===== src/rtl/power_budget_scheduler.sv =====
`default_nettype none
// ============================================================================
// Module   : power_budget_scheduler
// Brief    : Shares one chip power budget between N hash cores through a
//            round-robin level request/grant handshake. The budget is derated
//            or shed from the thermal model's temperature and throttle flag,
//            and over-budget grants are revoked one per cycle, highest index
//            first.
// Revision : 1.0 - initial release
// ============================================================================
module power_budget_scheduler #(
  parameter int          N_CORES     = 4,
  parameter logic [15:0] SLICE_MW    = 16'd400,
  parameter logic [7:0]  COOL_CYCLES = 8'd16
) (
  input  logic               clk,
  input  logic               reset_n,
  input  logic [N_CORES-1:0] req,
  output logic [N_CORES-1:0] grant,
  input  logic [7:0]         temperature,
  input  logic               throttle_request,
  input  logic [15:0]        power_limit,
  input  logic [7:0]         temp_warning,
  input  logic [7:0]         temp_critical,
  output logic [15:0]        budget_mw,
  output logic [15:0]        allocated_mw,
  output logic [1:0]         sched_state,
  output logic [7:0]         revoke_count
);

  // Index, population-count and allocation-sum widths. The allocation sum is
  // kept wide enough that any result above 16'hFFFF compares as over budget.
  localparam int c_ptr_w = $clog2(N_CORES);
  localparam int c_cnt_w = $clog2(N_CORES + 1);
  localparam int c_sum_w = 17 + c_cnt_w;

  localparam logic [1:0] c_st_normal   = 2'd0;
  localparam logic [1:0] c_st_derated  = 2'd1;
  localparam logic [1:0] c_st_shed     = 2'd2;
  localparam logic [1:0] c_st_cooldown = 2'd3;

  // --------------------------------------------------------------------------
  // Helpers
  // --------------------------------------------------------------------------
  function automatic logic [c_cnt_w-1:0] popcount(input logic [N_CORES-1:0] v);
    logic [c_cnt_w-1:0] n;
    n = '0;
    for (int i = 0; i < N_CORES; i++) begin
      n = n + c_cnt_w'(v[i]);
    end
    return n;
  endfunction

  // Power drawn by n granted cores, without truncation.
  function automatic logic [c_sum_w-1:0] mw_of(input logic [c_cnt_w-1:0] n);
    return c_sum_w'(SLICE_MW) * c_sum_w'(n);
  endfunction

  // Index of the highest set bit (callers only use it when v is non-zero).
  function automatic logic [c_ptr_w-1:0] highest(input logic [N_CORES-1:0] v);
    logic [c_ptr_w-1:0] idx;
    idx = '0;
    for (int i = 0; i < N_CORES; i++) begin
      if (v[i]) idx = c_ptr_w'(i);
    end
    return idx;
  endfunction

  // First set bit of v at or after ptr, wrapping; MSB of the result flags
  // that one was found. Walking downward lets the closest candidate win.
  function automatic logic [c_ptr_w:0] rr_pick(input logic [N_CORES-1:0] v,
                                               input logic [c_ptr_w-1:0] ptr);
    logic [c_ptr_w:0] res;
    logic [c_ptr_w:0] idx;
    res = '0;
    for (int k = N_CORES - 1; k >= 0; k--) begin
      idx = {1'b0, ptr} + (c_ptr_w + 1)'(k);
      if (idx >= (c_ptr_w + 1)'(N_CORES)) idx = idx - (c_ptr_w + 1)'(N_CORES);
      if (v[idx[c_ptr_w-1:0]]) res = {1'b1, idx[c_ptr_w-1:0]};
    end
    return res;
  endfunction

  // --------------------------------------------------------------------------
  // State
  // --------------------------------------------------------------------------
  logic [1:0]         state_q,  state_d;
  logic [7:0]         cool_q,   cool_d;
  logic [15:0]        budget_q, budget_d;
  logic [N_CORES-1:0] grant_q,  grant_d;
  logic [c_ptr_w-1:0] ptr_q,    ptr_d;
  logic [7:0]         revoke_q, revoke_d;
  logic [15:0]        alloc_q,  alloc_d;

  logic               w_warm;
  logic               w_hot;
  logic               w_enter_shed;
  logic [N_CORES-1:0] w_keep;
  logic [N_CORES-1:0] w_eligible;
  logic [c_sum_w-1:0] w_alloc_post;
  logic               w_over;
  logic               w_fit;
  logic [c_ptr_w:0]   w_pick_res;
  logic               w_pick_found;
  logic [c_ptr_w-1:0] w_pick;
  logic [c_ptr_w-1:0] w_hi;
  logic [c_cnt_w-1:0] w_rev_add;
  logic [8:0]         w_rev_sum;

  assign w_warm = (temperature >= temp_warning) || throttle_request;
  assign w_hot  = (temperature >= temp_critical);

  // Thermal state machine and cooldown hold-off counter.
  always_comb begin
    state_d = state_q;
    cool_d  = '0;
    if (w_hot) begin
      state_d = c_st_shed;
    end else begin
      case (state_q)
        c_st_normal: begin
          if (w_warm) state_d = c_st_derated;
        end
        c_st_derated: begin
          if (!w_warm) begin
            state_d = c_st_cooldown;
            cool_d  = COOL_CYCLES;
          end
        end
        c_st_shed: begin
          // Throttle alone does not hold SHED; only temperature does.
          if (temperature < temp_warning) begin
            state_d = c_st_cooldown;
            cool_d  = COOL_CYCLES;
          end
        end
        default: begin
          if (w_warm) begin
            state_d = c_st_derated;
          end else if (cool_q <= 8'd1) begin
            state_d = c_st_normal;
          end else begin
            cool_d = cool_q - 8'd1;
          end
        end
      endcase
    end
  end

  // Budget that applies to the state being entered on this edge.
  always_comb begin
    case (state_d)
      c_st_normal: budget_d = power_limit;
      c_st_shed:   budget_d = 16'd0;
      default:     budget_d = power_limit >> 1;
    endcase
  end

  // Allocation bookkeeping against the next budget.
  assign w_enter_shed = (state_d == c_st_shed) && (state_q != c_st_shed);
  assign w_keep       = grant_q & req;
  assign w_eligible   = req & ~grant_q;
  assign w_alloc_post = mw_of(popcount(w_keep));
  assign w_over       = w_alloc_post > c_sum_w'(budget_d);
  assign w_fit        = (w_alloc_post + c_sum_w'(SLICE_MW)) <= c_sum_w'(budget_d);
  assign w_pick_res   = rr_pick(w_eligible, ptr_q);
  assign w_pick_found = w_pick_res[c_ptr_w];
  assign w_pick       = w_pick_res[c_ptr_w-1:0];
  assign w_hi         = highest(w_keep);
  assign w_rev_add    = w_enter_shed ? popcount(grant_q) : c_cnt_w'(w_over);
  assign w_rev_sum    = {1'b0, revoke_q} + 9'(w_rev_add);

  // Grant update: shed clears everything, over-budget revokes one grant,
  // otherwise releases apply and at most one new round-robin grant is issued.
  always_comb begin
    grant_d  = grant_q;
    ptr_d    = ptr_q;
    revoke_d = w_rev_sum[8] ? 8'hFF : w_rev_sum[7:0];
    if (w_enter_shed) begin
      grant_d = '0;
    end else if (w_over) begin
      grant_d       = w_keep;
      grant_d[w_hi] = 1'b0;
    end else begin
      grant_d = w_keep;
      if (w_pick_found && w_fit) begin
        grant_d[w_pick] = 1'b1;
        ptr_d = (w_pick == c_ptr_w'(N_CORES - 1)) ? '0 : w_pick + c_ptr_w'(1);
      end
    end
  end

  // Registered allocation mirrors the next grant vector.
  always_comb begin
    alloc_d = 16'(SLICE_MW * 16'(popcount(grant_d)));
  end

  // All scheduler state, asynchronously cleared.
  always_ff @(posedge clk or negedge reset_n) begin
    if (!reset_n) begin
      state_q  <= c_st_normal;
      cool_q   <= '0;
      budget_q <= '0;
      grant_q  <= '0;
      ptr_q    <= '0;
      revoke_q <= '0;
      alloc_q  <= '0;
    end else begin
      state_q  <= state_d;
      cool_q   <= cool_d;
      budget_q <= budget_d;
      grant_q  <= grant_d;
      ptr_q    <= ptr_d;
      revoke_q <= revoke_d;
      alloc_q  <= alloc_d;
    end
  end

  assign grant        = grant_q;
  assign budget_mw    = budget_q;
  assign allocated_mw = alloc_q;
  assign sched_state  = state_q;
  assign revoke_count = revoke_q;

endmodule
`default_nettype wire

===== config.mk =====
export PLATFORM = sky130hd
export DESIGN_NAME = power_budget_scheduler
export DESIGN_NICKNAME = d
export VERILOG_FILES = /design/src/rtl/power_budget_scheduler.sv
export SDC_FILE = /design/constraint.sdc
export NUM_CORES = 1
export LEC_CHECK = 0
export CAP_MARGIN = 10
export CORE_MARGIN = 3
export CORE_UTILIZATION = 45
export CTS_CLUSTER_SIZE = 16
export DETAILED_ROUTE_END_ITERATION = 12
export PLACE_DENSITY = 0.81
export SLEW_MARGIN = 20
export SYNTH_ARGS = -nofsm -noshare
export SYNTH_HDL_FRONTEND = slang
export SYNTH_SLANG_ARGS = --single-unit

===== constraint.sdc =====
create_clock -name clk -period 7.8 [get_ports clk]
set_input_delay 0.78 -clock clk [delete_from_list [all_inputs] [get_ports clk]]
set_output_delay 0.78 -clock clk [all_outputs]
set_load 0.02 [all_outputs]

==> flow_summary.yaml, run 1 <==
clock_network:
  clock_latency_ns: 0.30
  clk_pin_slew_ns: 0.10
  cts_num_sinks: 47
  cts_resized: 0
  cts_max_path_buffers: 2
  cts_tree: "built"
  cts_root_buffer: "clkbuf_8"
  postCtsSetupRepairBufs: 0
  cts_hold_buf: 0
  cts_buffers: 5
  cts_max_level: 2
synthesis:
  muxShareOfSynthArea: 0.00627
  synthSimpleGateAreaFrac: 0.173
  synth-compound-area-share: 0.157
  synth.top_cell.area_share: 0.327
  ys_ff_latch: 47
  async_flop_share: 1.00
  ys_types: 49
  synthTopCellsByArea: "dfrtp_1 (33%), ha_1 (18%), inv_1 (5.6%), fa_1 (4.5%), nand2_1 (3.6%)"
  synth_seq_area_share: 0.327
  synth_adder_area_share: 0.226
  syn_area_mm2: 0.00359
  synth_edf_count: 0
  ys.flop_type: "dfrtp_1"
  avgSynthCellArea_um2: 9.34
  synth_top_area_cell: "dfrtp_1"
  synth-warning-count: 0
  synth_top_family_by_area: "adder cells"
  syn_inst: 385
  synth-xor-area-share: 0.0292
critical_path:
  cp_cell_sequence: "clkdlybuf4s50_1 > inv_1 > ha_1 > nand2b_1 > a2111oi_0 > o31a_1 > nor4b_4 > buf_4 > a22oi_1 > ha_1 > a2111oi_0 > o21ai_0 > a31oi_1 > inv_1 > nand2_1 > nor2_1 > nor4_1 > fa_1 > ha_1 > inv_1 > fa_1 > inv_1"
  r2r-end: "allocated_mw[8]"
  required_ns: 8.00
  arrival_ns: 6.69
  r2r-start: "grant[3]"
  rr_worst_depth: 20
  path_max_fanout: 10
  crit_type: "in2reg"
  r2r_slack_ns: 1.99
  critPathTopFamily: "adder cells"
  cpMostUsedCell: "inv_1"
  path_buf_inv: 6
  max_stage_delay_ns: 0.52
  worstSetupStartpointType: "input pin"
  end_kind: "register"
  slowest_stage: "a2111oi_0"
floorplan:
  io_pins: 93
  die_x_um: 95.4
  fp-row-count: 31
  die_area_mm2: 0.00910
  die_h_um: 95.4
  core_mm2: 0.00749
  start_util: 0.480
final_layout:
  fillerInstances: 635
  antenna_cells: 0
  layout-drive-gt1-share: 0.0361
  nets: 577
  syn_to_final_growth_pct: 28.0
hold_path:
  min_path_type: "in2async"
sta:
  drv_slew: 0
  rsz0062_at_grt: "false"
  period_minus_slack_ns: 6.49
  relSlewSlack: 0.576
  final.period_utilization: 0.832
  finalSetupViolCount: 0
  hold_violations: 0
  finalWorstSetupSlack_ns: 1.31
  skew_ns: 0.0130
  worst_slew_pin_slew_ns: 0.634
  fmax_ghz: 0.154
  holdWs_ns: 0.463
  fin_setup_tns_ns: 0
grt:
  overflow: 0
  grt_pass1_vias: 2895
  grt_usage: 0.187
  antenna_found_initial: 0
  grt_max_degree: 48
  grt_pass1_wl_um: 13600
placement:
  io_buffers: 84
  post-dp-hpwl_um: 6770
  pre_cts_ws_ns: 0.991
  gp_congestion: 0.970
pwr:
  power.switching_uw: 592
  ir_drop_uv: 140
  p_clk_frac: 0.117
  p_sw_frac: 0.440
  p_int_uw: 752
  powerDensity_mw_per_mm2: 292
  p_comb_frac: 0.610
  pwr-share-seq: 0.272
  power_leakage_nw: 2.29
  totalPowerFinal_mw: 1.34
status:
  status: "complete, no violations"
routing:
  vias_per_cell: 5.27
  wl_per_cell_um: 14.4
  drt_wl_total_um: 8230
  dr_total_vias: 3005
  drc: 0
  first_pass_iters: 4
  postRouteAntennaNets: 0
  first_iter_violations: 83
run:
  max_cap_violations: 0
==> power groups by stage <==
stage / logic [mW] / clock network (mW) / registers, mW
after global routing: 0.924 / 0.171 / 0.378
final: 0.821 / 0.157 / 0.366
after floorplan: 0.497 / 0 / 0.428
after CTS: 0.824 / 0.160 / 0.367
after global placement: 0.785 / 0 / 0.371
after detailed placement: 0.817 / 0 / 0.373
==> stage by stage <==
stage | utilization | instances | instance area, µm²
floorplan | - | 392 | 3620
global placement | 0.601 | 562 | 4500
detailed placement | 0.601 | 562 | 4500
CTS | 0.614 | 570 | 4600
global route | 0.615 | 570 | 4600
finish | 0.615 | 570 | 4600
==> worst reg2reg max path, delay by kind of cell, from the launching register on <==
kind                     cells  cell delay [ns]
flip-flops                   1             0.51
buffers and inverters        6             0.46
adder cells (fa/ha/maj)      7             3.08
AND/OR/NAND/NOR              4             0.87
AO/OA/AOI/OAI                3             0.77
==> cell usage in the layout (no fill, tap or decap), types with 8 or more instances in the layout <==
| cell | instances |
|---|---|
| ha_1 | 52 |
| fa_1 | 8 |
| nor2_1 | 24 |
| nand2b_1 | 9 |
| o21ai_0 | 9 |
| xnor2_1 | 9 |
| a21oi_1 | 18 |
| dfrtp_1 | 47 |
| conb_1 | 8 |
| inv_1 | 54 |
| clkdlybuf4s50_1 | 83 |
| a22o_1 | 8 |
| nand2_1 | 34 |
==> cell usage after synthesis (5+ instances only) <==
master,count
a21oi_1,18
a22o_1,8
a22oi_1,7
and2_1,5
buf_4,9
clkbuf_1,5
dfrtp_1,47
fa_1,8
ha_1,52
inv_1,54
nand2_1,34
nand2b_1,9
nand3_1,5
nand4_1,6
nor2_1,24
nor2b_1,7
nor3_1,7
o21a_1,6
o21ai_0,9
xnor2_1,9
==> cell type report <==
| type | count | area (µm²) | share of cell area |
|---|---|---|---|
| Sequential cell | 47 | 1180 | 0.256 |
| Clock buffer | 6 | 82.6 | 0.0179 |
| Clock inverter | 2 | 13.8 | 0.00299 |
| Timing Repair Buffer | 85 | 846 | 0.184 |
| Inverter | 54 | 203 | 0.0441 |
| Multi-Input combinational cell | 277 | 2160 | 0.469 |
| Tap cell | 99 | 124 | 0.0269 |
==> registers in the layout, summed over array words and instances (netlist names) <==
register	count
ptr_q	2
cool_q	8
revoke_count	8
grant	4
allocated_mw	7
budget_mw	16
sched_state	2
==> logic make-up after synthesis <==
kind of cell / Yosys count
xor gates and xnor gates: 12
adders and majority gates: 60
buffers and inverters: 68
muxes: 2
DFF: 47
AOI/OAI and AO/OA: 78
and+or+nand+nor: 117
other: 1
==> worst max-delay path by stage <==
| stage | startpoint | endpoint | slack (ns) | cells after the start |
|---|---|---|---|---|
| after floorplan | temperature[0] | allocated_mw[8] | 1.85 | 21 |
| final | temperature[0] | allocated_mw[8] | 1.31 | 22 |
| after detailed placement | temperature[0] | allocated_mw[8] | 0.99 | 22 |
| after CTS | temperature[0] | allocated_mw[8] | 1.29 | 22 |
| after global routing | temperature[0] | allocated_mw[8] | 0.51 | 22 |
| after global placement | temperature[0] | allocated_mw[8] | 1.11 | 22 |
==> metal layers <==
| layer | vias to the layer above | GRT usage | wire [µm] |
|---|---|---|---|
| met2 | 58 | 0.331 | 4260 |
| met4 | 0 | 0.0652 | 215 |
| met1 | 1443 | 0.231 | 3460 |
| li1 | 1489 | - | - |
| met3 | 15 | 0.0292 | 303 |
| met5 | - | 0 | 0 |
(Power assumes the default switching activity.)
==> run 2: changes to the inputs <==
--- a/config.mk
+++ b/config.mk
@@ -10,7 +10,7 @@
 export CORE_UTILIZATION = 45
 export CTS_CLUSTER_SIZE = 16
 export DETAILED_ROUTE_END_ITERATION = 12
-export PLACE_DENSITY = 0.81
+export PLACE_DENSITY = 0.84
 export SLEW_MARGIN = 20
 export SYNTH_ARGS = -nofsm -noshare
 export SYNTH_HDL_FRONTEND = slang
==> constraint.sdc (replaced) <==
create_clock -name clk -period 5.64 [get_ports clk]
set_input_delay 0.564 -clock clk [delete_from_list [all_inputs] [get_ports clk]]
set_output_delay 0.564 -clock clk [all_outputs]
set_load 0.02 [all_outputs]
==> flow_summary.yaml, run 2 (same netlist as run 1, synthesis figures left out) <==
status:
  status: "finished, violations left"
  violations: "setup timing"
sta:
  skew_ns: 0.0106
  hold_violations: 0
  relSlewSlack: 0.368
  drv_slew: 0
  finalSetupViolCount: 1
  final.period_utilization: 1.00
  fmax_ghz: 0.177
  period_minus_slack_ns: 5.64
  finalWorstSetupSlack_ns: -0.00157
  worst_slew_pin_slew_ns: 0.945
pwr:
  totalPowerFinal_mw: 2.44
  power_leakage_nw: 2.66
  p_comb_frac: 0.682
  powerDensity_mw_per_mm2: 453
  p_int_mw: 1.36
  pwr-share-seq: 0.211
  p_sw_frac: 0.444
  p_clk_frac: 0.107
  ir_drop_uv: 263
  power.switching_mw: 1.08
clock_network:
  cts_max_level: 2
  cts_root_buffer: "clkbuf_8"
  cts_tree: "built"
  cts_buffers: 5
  clock_latency_ns: 0.32
  cts_num_sinks: 47
  cts_max_path_buffers: 2
  clk_pin_slew_ns: 0.10
placement:
  post-dp-hpwl_um: 7420
  gp_congestion: 0.954
  io_buffers: 84
critical_path:
  rr_worst_depth: 22
  path_max_fanout: 8
  end_kind: "register"
  r2r_slack_ns: 0.25
  r2r-start: "grant[0]"
  worstSetupStartpointType: "input pin"
  required_ns: 5.85
  crit_type: "in2reg"
  r2r-end: "allocated_mw[8]"
  arrival_ns: 5.85
floorplan:
  core_mm2: 0.00749
  die_area_mm2: 0.00910
  die_x_um: 95.4
  die_h_um: 95.4
  io_pins: 93
  start_util: 0.480
  fp-row-count: 31
final_layout:
  fin_util: 0.719
  multi_input_area_mm2: 0.00246
  mostFrequentLayoutCell: "clkdlybuf4s50_1"
  syn_to_final_growth_pct: 49.7
  seqCellArea_mm2: 0.00118
  fillerInstances: 519
  layout-drive-gt1-share: 0.224
  antenna_cells: 0
  nets: 637
  layout_common_cells: "clkdlybuf4s50_1 (81), buf_4 (61), inv_1 (52)"
  largest_reg_flops: 16
grt:
  overflow: 0
  antenna_found_initial: 0
  grt_pass1_vias: 3484
  grt_usage: 0.211
  grt_max_degree: 48
  grt_pass1_wl_um: 15300
routing:
  vias_per_cell: 5.48
  drt_wl_total_um: 10900
  wl_per_cell_um: 17.4
  postRouteAntennaNets: 0
  dr_total_vias: 3450
  first_iter_violations: 169
  first_pass_iters: 4
  drc: 0
run:
  max_cap_violations: 0
hold_path:
  min_path_type: "in2async"
run 2: layer usage:
metal | global-route usage | share of wire | vias up
met5 | 0 | 0 | -
met4 | 0.0758 | 0.034 | 0
met3 | 0.0308 | 0.056 | 33
met2 | 0.383 | 0.51 | 128
met1 | 0.253 | 0.40 | 1681
li1 | - | - | 1608
run 2: timing repair:
action,CTS,global route
pin swaps,2,26
endpoints found under the setup margin,4,15
gates resized for setup,3,55
hold buffers,0,0
setup buffers,0,10
run 2: how the worst max path moves through the flow:
stage | startpoint | to | slack [ns] | depth (start not counted)
finish | temperature[0] | allocated_mw[8] | -0.002 | 25
global route | temperature[0] | allocated_mw[8] | -0.27 | 25
CTS | temperature[0] | allocated_mw[8] | 0.001 | 23
detailed placement | temperature[0] | allocated_mw[8] | -0.46 | 25
global placement | temperature[0] | allocated_mw[8] | -0.17 | 25
floorplan | temperature[0] | allocated_mw[8] | 0.06 | 21
run 2: layout make-up:
type | count | share of cell area
Clock inverter | 3 | 0.00860
Clock buffer | 5 | 0.0128
Timing Repair Buffer | 145 | 0.243
Inverter | 54 | 0.0377
Tap cell | 99 | 0.0230
Sequential cell | 47 | 0.219
Multi-Input combinational cell | 277 | 0.457
run 2: power groups by stage:
stage	Sequential (mW)	Combinational (mW)	Clock (mW)
final	0.515	1.66	0.262
after global placement	0.513	1.24	0
after detailed placement	0.515	1.30	0
after floorplan	0.592	0.692	0
after global routing	0.527	1.80	0.278
after CTS	0.510	1.33	0.262
run 2: critical path, stage by stage:
cell and delay [ns]:
clkdlybuf4s50_1 0.45, inv_1 0.05, ha_1 0.28, nand2b_1 0.17, a2111oi_2 0.30, buf_4 0.17, o31a_1 0.22, nor4b_4 0.28
buf_6 0.18, a22oi_2 0.09, buf_4 0.16, ha_4 0.29, nand2_2 0.09, o21ai_4 0.20, nand2b_4 0.06, and3_4 0.19
nand2_2 0.06, nand2_2 0.08, o2111ai_4 0.34, o32ai_4 0.17, fa_1 0.57, ha_4 0.30, inv_1 0.04, fa_1 0.47
inv_1 0.05
run 2: per-stage QoR:
step	setup slack [ns]	cells	area [µm²]	hold slack (ns)	TNS [ns]
after floorplan	0.0640	392	3630	0.268	0
after global placement	-0.170	612	4880	0.502	-0.348
after detailed placement	-0.459	612	4880	0.514	-2.30
after CTS	0.00134	620	5010	0.464	0
after global routing	-0.268	630	5380	0.284	-1.59
final	-0.00157	630	5380	0.247	-0.00157
==> run 3: changes to the inputs <==
--- a/config.mk
+++ b/config.mk
@@ -8,6 +8,7 @@
 export CAP_MARGIN = 10
 export CORE_MARGIN = 3
 export CORE_UTILIZATION = 45
+export CTS_BUF_LIST = sky130_fd_sc_hd__clkbuf_8
 export CTS_CLUSTER_SIZE = 16
 export DETAILED_ROUTE_END_ITERATION = 12
 export PLACE_DENSITY = 0.84
==> results of run 3 <==
The final DEF is identical to that of run 2; final timing and power are the same.
